--- config.mk ---
export PLATFORM = sky130hd
export DESIGN_NAME = regfile_sequencer_flat
export DESIGN_NICKNAME = d
export VERILOG_FILES = /design/src/rtl/regfile_sequencer_if.sv /design/src/rtl/regfile_sequencer.sv /design/src/flat_wrapper.sv
export SDC_FILE = /design/constraint.sdc
export NUM_CORES = 1
export LEC_CHECK = 0
export CORE_UTILIZATION = 35
export CTS_CLUSTER_SIZE = 16
export DETAILED_ROUTE_END_ITERATION = 8
export MAX_ROUTING_LAYER = met4
export PLACE_DENSITY = 0.66
export SLEW_MARGIN = 10
export SYNTH_ARGS = -nofsm -noshare
export SYNTH_HDL_FRONTEND = slang
export SYNTH_SLANG_ARGS = --single-unit
export TNS_END_PERCENT = 1
--- constraint.sdc ---
create_clock -name clk -period 2.3 [get_ports clk]
set_input_delay 0.23 -clock clk [delete_from_list [all_inputs] [get_ports clk]]
set_output_delay 0.23 -clock clk [all_outputs]
set_load 0.03 [all_outputs]
--- src/rtl/regfile_sequencer_if.sv ---
// rtl/regfile_sequencer_if.sv - instruction, register-file strobe and memory handshake bundle
interface regfile_sequencer_if;
  logic        instr_valid;
  logic        instr_ready;
  logic [2:0]  op;
  logic [4:0]  rs1_in;
  logic [4:0]  rs2_in;
  logic [4:0]  rd_in;
  logic [4:0]  rs1;
  logic [4:0]  rs2;
  logic [4:0]  rd;
  logic        wr1;
  logic        wr2;
  logic        store;
  logic        wr_en;
  logic        load;
  logic        alu_start;
  logic        alu_done;
  logic        mem_req;
  logic        mem_we;
  logic        mem_ack;
  logic        busy;
  logic        illegal;
  logic        timeout;
  logic        retire;
  logic [15:0] retire_count;

  modport master (
    output instr_valid, op, rs1_in, rs2_in, rd_in, alu_done, mem_ack,
    input  instr_ready, rs1, rs2, rd, wr1, wr2, store, wr_en, load, alu_start,
           mem_req, mem_we, busy, illegal, timeout, retire, retire_count
  );

  modport slave (
    input  instr_valid, op, rs1_in, rs2_in, rd_in, alu_done, mem_ack,
    output instr_ready, rs1, rs2, rd, wr1, wr2, store, wr_en, load, alu_start,
           mem_req, mem_we, busy, illegal, timeout, retire, retire_count
  );
endinterface

--- src/rtl/regfile_sequencer.sv ---
// rtl/regfile_sequencer.sv - per-instruction register-file / ALU / memory sequencer
module regfile_sequencer #(
  parameter int unsigned MEM_TIMEOUT = 255
) (
  input  logic                clk,
  input  logic                reset,
  regfile_sequencer_if.slave  bus
);
  typedef enum logic [2:0] {
    S_IDLE, S_READ, S_STORE_RD, S_EXEC, S_MEM, S_WB
  } state_t;

  localparam logic [2:0] OP_R     = 3'd0;
  localparam logic [2:0] OP_LOAD  = 3'd2;
  localparam logic [2:0] OP_STORE = 3'd3;
  localparam logic [2:0] OP_UPPER = 3'd4;
  localparam logic [7:0] TIMEOUT_LIM = 8'(MEM_TIMEOUT);

  state_t      r_state;
  state_t      w_next;
  logic [2:0]  r_op;
  logic [4:0]  r_rs1;
  logic [4:0]  r_rs2;
  logic [4:0]  r_rd;
  logic [7:0]  r_mem_cnt;
  logic        r_exec_first;
  logic        r_illegal;
  logic        r_timeout;
  logic        r_retire;
  logic [15:0] r_retire_count;
  logic        w_accept;
  logic        w_reject;
  logic        w_mem_expire;
  logic        w_retire;

  always_ff @(posedge clk or negedge reset) begin
    if (!reset) r_state <= S_IDLE;
    else        r_state <= w_next;
  end

  always_comb begin
    w_next        = r_state;
    w_accept      = 1'b0;
    w_reject      = 1'b0;
    w_mem_expire  = 1'b0;
    w_retire      = 1'b0;
    bus.instr_ready = 1'b0;
    bus.wr1       = 1'b0;
    bus.wr2       = 1'b0;
    bus.store     = 1'b0;
    bus.wr_en     = 1'b0;
    bus.load      = 1'b0;
    bus.alu_start = 1'b0;
    bus.mem_req   = 1'b0;
    bus.mem_we    = 1'b0;
    case (r_state)
      S_IDLE: begin
        bus.instr_ready = 1'b1;
        if (bus.instr_valid) begin
          if (bus.op <= OP_UPPER) begin
            w_accept = 1'b1;
            w_next   = (bus.op == OP_UPPER) ? S_WB : S_READ;
          end else begin
            w_reject = 1'b1;
          end
        end
      end
      S_READ: begin
        bus.wr1 = 1'b1;
        bus.wr2 = (r_op == OP_R);
        if (r_op == OP_LOAD)       w_next = S_MEM;
        else if (r_op == OP_STORE) w_next = S_STORE_RD;
        else                       w_next = S_EXEC;
      end
      S_STORE_RD: begin
        bus.store = 1'b1;
        w_next    = S_MEM;
      end
      S_EXEC: begin
        bus.alu_start = r_exec_first;
        if (bus.alu_done) w_next = S_WB;
      end
      S_MEM: begin
        bus.mem_req = 1'b1;
        bus.mem_we  = (r_op == OP_STORE);
        // An ack arriving on the expiry cycle still completes the access.
        if (bus.mem_ack) begin
          if (r_op == OP_STORE) begin
            w_next   = S_IDLE;
            w_retire = 1'b1;
          end else begin
            w_next = S_WB;
          end
        end else if (r_mem_cnt + 8'd1 == TIMEOUT_LIM) begin
          w_next       = S_IDLE;
          w_mem_expire = 1'b1;
        end
      end
      S_WB: begin
        bus.wr_en = (r_rd != 5'd0);
        bus.load  = (r_op == OP_LOAD);
        w_next    = S_IDLE;
        w_retire  = 1'b1;
      end
      default: w_next = S_IDLE;
    endcase
  end

  always_ff @(posedge clk or negedge reset) begin
    if (!reset) begin
      r_op           <= 3'd0;
      r_rs1          <= 5'd0;
      r_rs2          <= 5'd0;
      r_rd           <= 5'd0;
      r_mem_cnt      <= 8'd0;
      r_exec_first   <= 1'b0;
      r_illegal      <= 1'b0;
      r_timeout      <= 1'b0;
      r_retire       <= 1'b0;
      r_retire_count <= 16'd0;
    end else begin
      if (w_accept) begin
        r_op  <= bus.op;
        r_rs1 <= bus.rs1_in;
        r_rs2 <= bus.rs2_in;
        r_rd  <= bus.rd_in;
      end
      if (w_next == S_MEM && r_state != S_MEM)
        r_mem_cnt <= 8'd0;
      else if (r_state == S_MEM && !bus.mem_ack)
        r_mem_cnt <= r_mem_cnt + 8'd1;
      r_exec_first <= (w_next == S_EXEC) && (r_state != S_EXEC);
      r_illegal    <= w_reject;
      r_timeout    <= w_mem_expire;
      r_retire     <= w_retire;
      if (w_retire) r_retire_count <= r_retire_count + 16'd1;
    end
  end

  assign bus.rs1          = r_rs1;
  assign bus.rs2          = r_rs2;
  assign bus.rd           = r_rd;
  assign bus.busy         = (r_state != S_IDLE);
  assign bus.illegal      = r_illegal;
  assign bus.timeout      = r_timeout;
  assign bus.retire       = r_retire;
  assign bus.retire_count = r_retire_count;
endmodule

--- src/flat_wrapper.sv ---
// flat-port wrapper written by rule: the top's interface ports become plain ports
module regfile_sequencer_flat 
#(
  parameter int unsigned MEM_TIMEOUT = 255
)
  (clk, reset, bus_instr_valid, bus_op, bus_rs1_in, bus_rs2_in, bus_rd_in, bus_alu_done, bus_mem_ack, bus_instr_ready, bus_rs1, bus_rs2, bus_rd, bus_wr1, bus_wr2, bus_store, bus_wr_en, bus_load, bus_alu_start, bus_mem_req, bus_mem_we, bus_busy, bus_illegal, bus_timeout, bus_retire, bus_retire_count);
  regfile_sequencer_if bus_i ();
  input  logic clk;
  input  logic reset;
  input wire logic [$bits(bus_i.instr_valid)-1:0] bus_instr_valid;
  input wire logic [$bits(bus_i.op)-1:0] bus_op;
  input wire logic [$bits(bus_i.rs1_in)-1:0] bus_rs1_in;
  input wire logic [$bits(bus_i.rs2_in)-1:0] bus_rs2_in;
  input wire logic [$bits(bus_i.rd_in)-1:0] bus_rd_in;
  input wire logic [$bits(bus_i.alu_done)-1:0] bus_alu_done;
  input wire logic [$bits(bus_i.mem_ack)-1:0] bus_mem_ack;
  output wire logic [$bits(bus_i.instr_ready)-1:0] bus_instr_ready;
  output wire logic [$bits(bus_i.rs1)-1:0] bus_rs1;
  output wire logic [$bits(bus_i.rs2)-1:0] bus_rs2;
  output wire logic [$bits(bus_i.rd)-1:0] bus_rd;
  output wire logic [$bits(bus_i.wr1)-1:0] bus_wr1;
  output wire logic [$bits(bus_i.wr2)-1:0] bus_wr2;
  output wire logic [$bits(bus_i.store)-1:0] bus_store;
  output wire logic [$bits(bus_i.wr_en)-1:0] bus_wr_en;
  output wire logic [$bits(bus_i.load)-1:0] bus_load;
  output wire logic [$bits(bus_i.alu_start)-1:0] bus_alu_start;
  output wire logic [$bits(bus_i.mem_req)-1:0] bus_mem_req;
  output wire logic [$bits(bus_i.mem_we)-1:0] bus_mem_we;
  output wire logic [$bits(bus_i.busy)-1:0] bus_busy;
  output wire logic [$bits(bus_i.illegal)-1:0] bus_illegal;
  output wire logic [$bits(bus_i.timeout)-1:0] bus_timeout;
  output wire logic [$bits(bus_i.retire)-1:0] bus_retire;
  output wire logic [$bits(bus_i.retire_count)-1:0] bus_retire_count;
  assign bus_i.instr_valid = bus_instr_valid;
  assign bus_i.op = bus_op;
  assign bus_i.rs1_in = bus_rs1_in;
  assign bus_i.rs2_in = bus_rs2_in;
  assign bus_i.rd_in = bus_rd_in;
  assign bus_i.alu_done = bus_alu_done;
  assign bus_i.mem_ack = bus_mem_ack;
  assign bus_instr_ready = bus_i.instr_ready;
  assign bus_rs1 = bus_i.rs1;
  assign bus_rs2 = bus_i.rs2;
  assign bus_rd = bus_i.rd;
  assign bus_wr1 = bus_i.wr1;
  assign bus_wr2 = bus_i.wr2;
  assign bus_store = bus_i.store;
  assign bus_wr_en = bus_i.wr_en;
  assign bus_load = bus_i.load;
  assign bus_alu_start = bus_i.alu_start;
  assign bus_mem_req = bus_i.mem_req;
  assign bus_mem_we = bus_i.mem_we;
  assign bus_busy = bus_i.busy;
  assign bus_illegal = bus_i.illegal;
  assign bus_timeout = bus_i.timeout;
  assign bus_retire = bus_i.retire;
  assign bus_retire_count = bus_i.retire_count;
  regfile_sequencer #(.MEM_TIMEOUT(MEM_TIMEOUT)) u_core (.clk(clk), .reset(reset), .bus(bus_i));
endmodule
==> metrics.md <==
| Metric | Value |
|---|---|
| Result of the run | `finished clean` |
| Setup violations, final | `0` |
| Clock-pin transition on the worst setup and hold timing paths | `about 0.090 ns` |
| Fmax | `between 400 and 500 MHz` |
| Largest net degree at the start of global routing | `27` |
| DPL Wire Length | `~3400 um` |
| Final routed wire length divided by cell count | `13.0 um` |
| Post-detailed-routing wire length | `~4600 um` |
| Signed area change from the synthesized netlist to the final layout | `39.3%` |
| Initial standard-cell utilization of the core | `approximately 36%` |
| Count of placed standard cells including taps | `346` |
| Share of the yosys chip area belonging to registers | `53.7%` |
| Lkg Pwr | `1.46 nW` |
| Pre-CTS setup slack | `0.210 ns` |
| First-pass iteration count of the detailed router | `6` |
| Initial antenna violation count | `0` |
| Leading cell types in the layout, fill and taps excluded | `sky130_fd_sc_hd__clkdlybuf4s50_1 (60), sky130_fd_sc_hd__dfrtp_1 (49), sky130_fd_sc_hd__nor2_1 (23)` |
| Category of the worst setup path launch point | `flop` |
| Post-Syn Nets | `230` |
| Number of hold-slack violations in the final timing report | `0` |
| Total Die Area | `0.00685 sq mm` |
| GR Util All Layers | `between 10% and 20%` |
| Cell chosen for the clock root | `sky130_fd_sc_hd__clkbuf_8` |
| Drt first-iter violations | `90` |
| Total setup buffers inserted after CTS | `0` |
| Via count of the first global-routing pass | `roughly 1600` |
| Synth cell types | `36` |
| Filler-free cell count of the finished design | `approximately 360` |
| Final number of max-transition violations | `0` |
| Overflow after GRT | `0` |
| Synthesis warning total | `0` |
| ANT nets after route | `0` |
| Worst min-delay path category | `primary input to async pin` |
| N_diodes | `0` |
| Number of H-tree levels | `2` |
| Core region area | `0.00631 sq mm` |
| PortBufs | `66` |
| Y dimension of the die | `about 83 um` |
| Utilization of the core after routing | `approximately half` |
| Class of the most critical setup path | `flop to output pin` |
| PwrDens | `about 1100 mW/mm^2` |
| Worst EP arrival | `about 1.9 ns` |
| Share of the synthesized area in the top cell type | `53.7%` |
| Critical path capture point type | `output pin` |
| Sum Neg Setup Slack | `0 ns` |
| Least setup slack across all paths after layout | `between 0.1 and 0.15 ns` |
| Clock buffer count from CTS | `5` |
| Post-synthesis register bit count | `just under 50` |
| MaxCap Viol Count | `0` |
| Critical path data required time | `around 2.1 ns` |
| Number of cells produced by synthesis | `between 200 and 250` |
| Count of unresolved DRC violations after routing | `0` |
| Vias post-DR | `around 1800` |
| Maximum fanout along the worst path | `13` |
| Unrepaired setup endpoints after global routing | `false` |
| Crit share post-route | `between 90 and 100%` |
| Most common library cell in the layout ignoring fill and taps | `sky130_fd_sc_hd__clkdlybuf4s50_1` |
| Worst slew slack as a fraction of its limit | `roughly three fifths` |
| Slowest cell on the critical path | `sky130_fd_sc_hd__clkdlybuf4s50_1` |
| Period minus WS final | `between 2 and 2.5 ns` |
| Placer's final routability congestion estimate | `between 0.8 and 0.9` |
| Cell area after synthesis | `0.00228 sq mm` |
| Num ports | `67` |
| Average cell area after synthesis | `around 11 sq um` |
| Crit path largest cell delay | `between 0.7 and 0.8 ns` |
| Async S/R FF share, synth | `between 90% and 100%` |
| Global-route wire length before repair | `between 7000 and 8000 um` |
| Worst path cell trace | `nor3_2 -> clkdlybuf4s50_1` |
| Synth Flop Type | `sky130_fd_sc_hd__dfrtp_1` |
| Post-synth top area cell | `sky130_fd_sc_hd__dfrtp_1` |
| Skew-Pair Late Insertion Delay | `approximately 0.30 ns` |
| Post-layout nets | `303` |
| FP Rows | `29` |
| Vias per cell | `slightly below 5` |
| Tightest Pin Transition | `between 0.6 and 0.7 ns` |
| TritonCTS sink count | `49` |
| Fraction of layout instances using a drive strength above 1 | `between 10% and 20%` |
| TritonCTS clock tree | `done` |
| Post-synth EDFFs | `0` |
| Clock buffer depth | `2` |
| Worst Clk Skew | `roughly 0.009 ns` |
| Total power after layout | `3.59 mW` |
| Die span in x | `82.8 um` |
| Max IR drop VDD | `609 uV` |
| Fillers | `between 500 and 600` |
| Most area-consuming cells after synthesis | `sky130_fd_sc_hd__dfrtp_1 (54%), sky130_fd_sc_hd__mux2_2 (7.9%), sky130_fd_sc_hd__xor2_1 (5.8%)` |
routing by layer:
layer	GRT usage, %	vias up	part of all wire (%)
met3	3.83	7	4.3
met4	4.14	0	1.1
met5	-	-	0
li1	-	847	-
met1	19.9	861	48
met2	23.8	44	47
final cells by class:
cell class | instances | area, sq um | area share, %
clock buffer | 7 | 96.3 | 3.03
clock inverter | 1 | 8.76 | 0.275
inverter | 9 | 33.8 | 1.06
multi-input combinational | 141 | 1010 | 31.7
sequential | 49 | 1230 | 38.5
tap | 77 | 96.3 | 3.03
timing repair buffer | 71 | 713 | 22.4
through the flow:
| stage | cell area, sq um | hold WS (ns) |
|---|---|---|
| after CTS | 3170 | 0.489 |
| after detailed placement | 3060 | 0.288 |
| after floorplan | 2290 | -0.0656 |
| after global routing | 3180 | 0.507 |
| after global placement | 3060 | 0.275 |
| final | 3180 | 0.473 |
flip-flops by register name (all words and copies together) (netlist names):
name,count
u_core.r_state,3
u_core.bus.illegal,1
u_core.bus.retire,1
u_core.bus.rs1,5
u_core.bus.retire_count,16
u_core.bus.rd,5
u_core.bus.rs2,5
u_core.bus.timeout,1
u_core.r_op,3
u_core.r_mem_cnt,8
u_core.r_exec_first,1
worst paths after layout:
path	cells after the start	slack (ns)	from	end
max	2	0.14	u_core.r_state[1]	bus_instr_ready
min	2	0.47	reset	u_core.bus.retire_count[15]
min in group clk	1	0.48	u_core.bus.retire_count[15]	u_core.bus.retire_count[15]
min reg2reg	1	0.48	u_core.bus.retire_count[15]	u_core.bus.retire_count[15]
max reg2reg	5	0.31	u_core.r_state[1]	u_core.r_mem_cnt[5]
max in group asynchronous	3	1.28	reset	u_core.r_mem_cnt[0]
synthesized netlist by cell type, drive strengths merged (3+ instances only):
cell type and count:
and2 3, clkbuf 4, dfrtp 49, ha 3, inv 9, mux2 18
nand2 15, nand3 12, nand4 8, nor2 23, nor3 9, o21ai 3
xnor2 7, xor2 15
critical path: cells and delay by family, from the launching register on:
kind | cells | cell delay [ns]
buffers and inverters | 1 | 0.74
DFF | 1 | 0.52
and+or+nand+nor | 1 | 0.37
where the power goes:
part / internal (mW) / switching, mW / total (mW)
registers: 1.12 / 0.239 / 1.35
clock network: 0.278 / 0.288 / 0.566
logic: 0.743 / 0.923 / 1.67
total: 2.14 / 1.45 / 3.59
logic make-up (layout without fill, tap and decap cells):
logic type,Yosys count,count (layout),share of synthesized area [%]
and+or+nand+nor,85,85,20.6
xor gates and xnor gates,22,22,8.44
muxes,18,18,8.88
AOI/OAI and AO/OA,13,13,4.27
buffers and inverters,14,88,2.47
DFF,49,49,53.7
adders and majority gates,3,3,1.64
repair_timing:
item,in CTS,in global routing
gates resized for setup,2,3
hold buffers,1,0
endpoints found under the setup margin,2,3
hold endpoints to repair,25,0
cloned,0,0
Note: power is estimated with default switching activity, not from simulation.
